--- config.mk ---
export PLATFORM = sky130hd
export DESIGN_NAME = pwm_mc
export DESIGN_NICKNAME = d
export VERILOG_FILES = /design/src/rtl/pwm_mc.sv
export SDC_FILE = /design/constraint.sdc
export NUM_CORES = 1
export LEC_CHECK = 0
export ABC_AREA = 1
export CAP_MARGIN = 10
export CORE_UTILIZATION = 40
export CTS_CLUSTER_DIAMETER = 60
export DETAILED_ROUTE_END_ITERATION = 10
export PLACE_DENSITY_LB_ADDON = 0.2
export SLEW_MARGIN = 20
export SYNTH_ARGS = -nofsm -noshare
export SYNTH_HDL_FRONTEND = slang
export SYNTH_SLANG_ARGS = --single-unit
--- constraint.sdc ---
create_clock -name i_clk -period 3.6 [get_ports i_clk]
set_input_delay 0.36 -clock i_clk [delete_from_list [all_inputs] [get_ports i_clk]]
set_output_delay 0.36 -clock i_clk [all_outputs]
set_load 0.03 [all_outputs]
--- src/rtl/pwm_mc.sv ---
// pwm_mc: multi-channel PWM generator driven by one shared counter.
// One prescaler and one counter serve every channel. The counter runs edge-aligned (saw-tooth)
// or center-aligned (triangle). Duty values are double-buffered. A write lands in the shadow
// copy, and every shadow copy is moved into the active copy at the period boundary.
module pwm_mc #(
   parameter int unsigned CHANNELS = 4,
   parameter int unsigned WIDTH    = 8,
   parameter int unsigned PRESC_W  = 8,
   parameter int unsigned CH_W     = (CHANNELS > 1) ? $clog2(CHANNELS) : 1
) (
   input  logic                i_clk,
   input  logic                i_resetb,
   input  logic [PRESC_W-1:0]  i_prescale,
   input  logic                i_center_mode,
   input  logic [CHANNELS-1:0] i_ch_en,
   input  logic                i_wr_en,
   input  logic [CH_W-1:0]     i_wr_ch,
   input  logic [WIDTH-1:0]    i_wr_duty,
   output logic [CHANNELS-1:0] o_pwm_out,
   output logic                o_period_start,
   output logic [WIDTH-1:0]    o_cnt_mon
);

   localparam logic [WIDTH-1:0]   LP_MAX    = {WIDTH{1'b1}};
   localparam logic [WIDTH-1:0]   LP_ONE    = WIDTH'(1);
   localparam logic [PRESC_W-1:0] LP_P_ONE  = PRESC_W'(1);
   // One extra bit so that CHANNELS itself fits when it is a power of two.
   localparam logic [CH_W:0]      LP_CH_LIM = (CH_W + 1)'(CHANNELS);

   typedef enum logic {
      DirUp,
      DirDown
   } dir_e;

   // State
   logic [PRESC_W-1:0]  r_presc_cnt;
   logic [WIDTH-1:0]    r_cnt;
   dir_e                r_dir;
   logic                r_mode_active;
   logic [WIDTH-1:0]    r_shadow [CHANNELS];
   logic [WIDTH-1:0]    r_active [CHANNELS];
   logic [CHANNELS-1:0] r_pwm;
   logic                r_period_start;

   // Next-state
   logic                w_tick;
   logic [PRESC_W-1:0]  w_presc_d;
   logic [WIDTH-1:0]    w_cnt_d;
   dir_e                w_dir_d;
   logic                w_boundary;
   logic                w_wr_ok;
   logic [WIDTH-1:0]    w_shadow_d [CHANNELS];
   logic [CHANNELS-1:0] w_pwm_d;

   // Prescaler: the >= compare makes a lowered prescale take effect without a long wrap.
   always_comb begin
      w_tick    = (r_presc_cnt >= i_prescale);
      w_presc_d = w_tick ? '0 : r_presc_cnt + LP_P_ONE;
   end

   // Counter and direction next-state; the boundary is the tick on which cnt becomes 0.
   always_comb begin
      w_cnt_d    = r_cnt;
      w_dir_d    = r_dir;
      w_boundary = 1'b0;
      if (w_tick) begin
         if (!r_mode_active) begin
            w_cnt_d    = r_cnt + LP_ONE;
            w_boundary = (r_cnt == LP_MAX);
         end else begin
            case (r_dir)
               DirUp: begin
                  if (r_cnt == LP_MAX) begin
                     w_cnt_d = r_cnt - LP_ONE;
                     w_dir_d = DirDown;
                  end else begin
                     w_cnt_d = r_cnt + LP_ONE;
                  end
               end
               DirDown: begin
                  // <= rather than == so a stray 0 while counting down still ends the period.
                  if (r_cnt <= LP_ONE) begin
                     w_cnt_d    = '0;
                     w_boundary = 1'b1;
                  end else begin
                     w_cnt_d = r_cnt - LP_ONE;
                  end
               end
               default: begin
                  w_dir_d = DirUp;
               end
            endcase
         end
         if (w_boundary) begin
            w_dir_d = DirUp;
         end
      end
   end

   // Shadow next-state; out-of-range channel indices are dropped.
   always_comb begin
      w_wr_ok = i_wr_en && ({1'b0, i_wr_ch} < LP_CH_LIM);
      for (int ch = 0; ch < CHANNELS; ch++) begin
         w_shadow_d[ch] = r_shadow[ch];
         if (w_wr_ok && (i_wr_ch == CH_W'(ch))) begin
            w_shadow_d[ch] = i_wr_duty;
         end
      end
   end

   // Per-channel compare against the registered counter; pwm therefore lags cnt_mon by one clk.
   always_comb begin
      w_pwm_d = '0;
      for (int ch = 0; ch < CHANNELS; ch++) begin
         w_pwm_d[ch] = i_ch_en[ch] & (r_cnt < r_active[ch]);
      end
   end

   // Prescaler, counter, direction and mode registers.
   always_ff @(posedge i_clk) begin
      if (!i_resetb) begin
         r_presc_cnt    <= '0;
         r_cnt          <= '0;
         r_dir          <= DirUp;
         r_mode_active  <= 1'b0;
         r_period_start <= 1'b0;
      end else begin
         r_presc_cnt    <= w_presc_d;
         r_cnt          <= w_cnt_d;
         r_dir          <= w_dir_d;
         r_period_start <= w_boundary;
         if (w_boundary) begin
            r_mode_active <= i_center_mode;
         end
      end
   end

   // Duty double buffer. The shadow next-state feeds active, so a boundary write bypasses.
   always_ff @(posedge i_clk) begin
      if (!i_resetb) begin
         for (int ch = 0; ch < CHANNELS; ch++) begin
            r_shadow[ch] <= '0;
            r_active[ch] <= '0;
         end
      end else begin
         for (int ch = 0; ch < CHANNELS; ch++) begin
            r_shadow[ch] <= w_shadow_d[ch];
            if (w_boundary) begin
               r_active[ch] <= w_shadow_d[ch];
            end
         end
      end
   end

   // Registered PWM outputs.
   always_ff @(posedge i_clk) begin
      if (!i_resetb) begin
         r_pwm <= '0;
      end else begin
         r_pwm <= w_pwm_d;
      end
   end

   assign o_pwm_out      = r_pwm;
   assign o_period_start = r_period_start;
   assign o_cnt_mon      = r_cnt;

endmodule
==> flow_summary.toml <==
[outcome]
status = "finished clean"

[synthesis]
yosys.cell_types.count = 34
synth_area_mm2 = 0.00466
synth-seq-area-share = 0.443
synthTopCellsByArea = "dfxtp_1 24%, edfxtp_1 21%, ha_1 11%"
syn_nets = 640
yosys.area.top_type = "dfxtp_1"
ys_ff_latch = 87
yosys_warnings = 0
synth_top_area_share = 0.236
syn_area_per_cell_um2 = 8.11
synthCells = 574

[clock_network]
cts_root_buf = "clkbuf_16"
ctsResizeCount = 0
cts_made_buffers = 9
clockBufferDepth = 2
clkTransAtPathRegs_ns = 0.07
clock-sinks = 87
insertion_delay_ns = 0.34
cts_setup_buffers = 0
cts_tree = "done"
htree_levels = 3
cts_hold_buf = 0

[timing]
setup_tns_ns = 0
timing.final.crit_period_ns = 2.53
rsz0062_at_grt = "no"
holdWs_ns = 0.483
slew_viol_final = 0
max-slew-margin-rel = 0.496
hold_violations = 0
max_freq_ghz = 0.395
worstMarginPinSlew_ns = 0.755
setup_viol = 0
fin_ws_ns = 1.07
final.setup_skew_ns = 0.00683
timing.final.crit_share = 0.703

[placement]
dp_cells = 742
port_buffers = 38
place_congestion = 0.866
dpl.hpwl_mm = 7.06
dpl_cell_area_mm2 = 0.00514
pre_cts_ws_ns = 0.798

[min_path]
hold_path_end = "r_shadow[0][1]"
min-delay-start = "r_shadow[0][1]"
hold_path.class = "reg -> reg"
hold_depth = 2

[cells_and_area]
final_cells = 758
antenna_cells = 0
layout.nets = 676
utilization = 0.480
drive_above_1_share = 0.0813
num-fill-cells = 1094
stdcell_area_mm2 = 0.00546
syn2layout_area_growth_pct = 17.3

[power_and_ir_drop]
p_clk_frac = 0.451
power.density_mw_per_mm2 = 414
intPower_mw = 1.74
p_seq_frac = 0.474
swShare = 0.230
leakagePower_nw = 2.49
p_sw_mw = 0.519
p_comb_frac = 0.075
ir_drop_mv = 0.272
power_mw = 2.26

[setup_path]
path_delay_family = "simple AND/OR/NAND/NOR gates"
cp_common_cell = "nand2_1"
r2r_start = "o_cnt_mon[1]"
slowest_delay_ns = 0.57
ff2ff_path_depth = 9
cp_cell_sequence = "ha_1 > nand2_1 > nor2_1 > nand2_1 > nand2_2 > a21boi_4 > nand2_4 > nand2_1 > buf_4"
r2r-end = "r_active[1][5]"
arrival_ns = 2.54
cp_slowest_cell = "dfxtp_1"
startpoint_type = "flip-flop"
end_kind = "flip-flop"
rrSetupSlack_ns = 1.07
crit_type = "reg -> reg"
worst-path-buf-inv = 1
cp.required_ns = 3.61
cp_max_fo = 32
crit_path_start = "o_cnt_mon[1]"

[routing]
drc = 0
ant_nets = 0
routed_via_density = 4.77
wl_mm = 9.58
vias = 3614
drt-initial-drc-count = 181
detail_route.wl_per_cell_um = 12.6
firstDrtPassIters = 5

[job]
maxCapViolations = 0

[floorplanning]
fp.dieW_um = 110
die_y_um = 110
dieArea_mm2 = 0.0121
rows = 39
initial_core_util = 0.409
io_pins = 39
core_mm2 = 0.0114

[grt]
grt_usage = 0.174
grt_pass1_wl_mm = 15.8
grt_pass1_vias = 3369
grt_max_degree = 33
gr-total-overflow = 0
antenna_found_initial = 0
per-layer routing:
layer	wire, um	part of all wire	up-vias	track usage
met5	0	0	-	0
met1	4620	0.48	1623	0.220
met3	336	0.035	12	0.0368
met4	166	0.017	0	0.0705
met2	4450	0.46	60	0.289
li1	-	-	1919	-
cell families (layout without fill, tap and decap cells):
| kind of cell | Yosys count | in the layout | share of synthesized area |
|---|---|---|---|
| buf+inv | 105 | 146 | 0.0938 |
| simple gates | 264 | 264 | 0.257 |
| mux | 1 | 1 | 0.00215 |
| fa+ha+maj | 40 | 40 | 0.107 |
| xor+xnor | 9 | 9 | 0.0169 |
| compound gates | 68 | 68 | 0.0795 |
| flops | 87 | 87 | 0.443 |
worst min-delay path: stages, from the launching register on:
cell and delay, ns:
dfxtp_1 0.31, nor2_1 0.05, nor2_1 0.09
state kept, by name, summed over array words and instances, names as in the netlist:
signal and flops:
o_cnt_mon 8, o_period_start 1, o_pwm_out 4, r_active 32, r_dir 1, r_mode_active 1, r_presc_cnt 8, r_shadow 32
worst max path at each step:
stage	end	slack (ns)	cells after the start
after global placement	r_active[0][4]	0.85	10
after global routing	r_active[2][3]	0.87	9
after CTS	r_active[2][3]	1.08	9
after floorplan	r_active[0][0]	0.81	9
final	r_active[1][5]	1.07	9
after detailed placement	r_active[0][4]	0.80	10
placed cells by master (no fill, tap or decap), drive strengths merged:
cell type	count
dfxtp	55
nor2	102
clkinv	3
xnor2	3
a21oi	19
ha	40
o21ai	40
xor2	6
buf	3
nand4	10
clkinvlp	2
a21o	1
inv	89
mux2i	1
nand2	109
clkbuf	9
or2	2
a21boi	1
bufinv	2
nor3b	1
nand3	23
edfxtp	32
clkdlybuf4s50	38
a211oi	4
nor3	16
o22ai	3
nand3b	1
cells in the mapped netlist, drive strengths merged:
master / number
nor3: 16
edfxtp: 32
or2: 2
nand3b: 1
mux2i: 1
nor2: 102
inv: 86
a21boi: 1
xnor2: 3
a21oi: 19
nor3b: 1
ha: 40
clkinv: 3
o22ai: 3
xor2: 6
clkbuf: 10
buf: 6
nand2: 109
dfxtp: 55
a211oi: 4
nand4: 10
o21ai: 40
a21o: 1
nand3: 23
power by group through the flow:
| stage | logic (mW) | registers [mW] | clock network, mW |
|---|---|---|---|
| 2_1_floorplan | 0.0998 | 1.09 | 0 |
| 3_3_place_gp | 0.165 | 1.09 | 0 |
| 3_5_place_dp | 0.169 | 1.09 | 0 |
| 4_1_cts | 0.170 | 1.07 | 1.05 |
| 5_1_grt | 0.194 | 1.07 | 1.09 |
| 6_report | 0.169 | 1.07 | 1.02 |
cell type report:
cell class / instances / area, um2 / area share
inverter: 89 / 335 / 0.0614
sequential: 87 / 2060 / 0.377
timing repair buffer: 41 / 403 / 0.0738
clock buffer: 9 / 225 / 0.0412
tap: 143 / 179 / 0.0328
clock inverter: 7 / 101 / 0.0186
multi-input combinational: 382 / 2160 / 0.395
No activity file was read; power rests on OpenSTA's default activity.
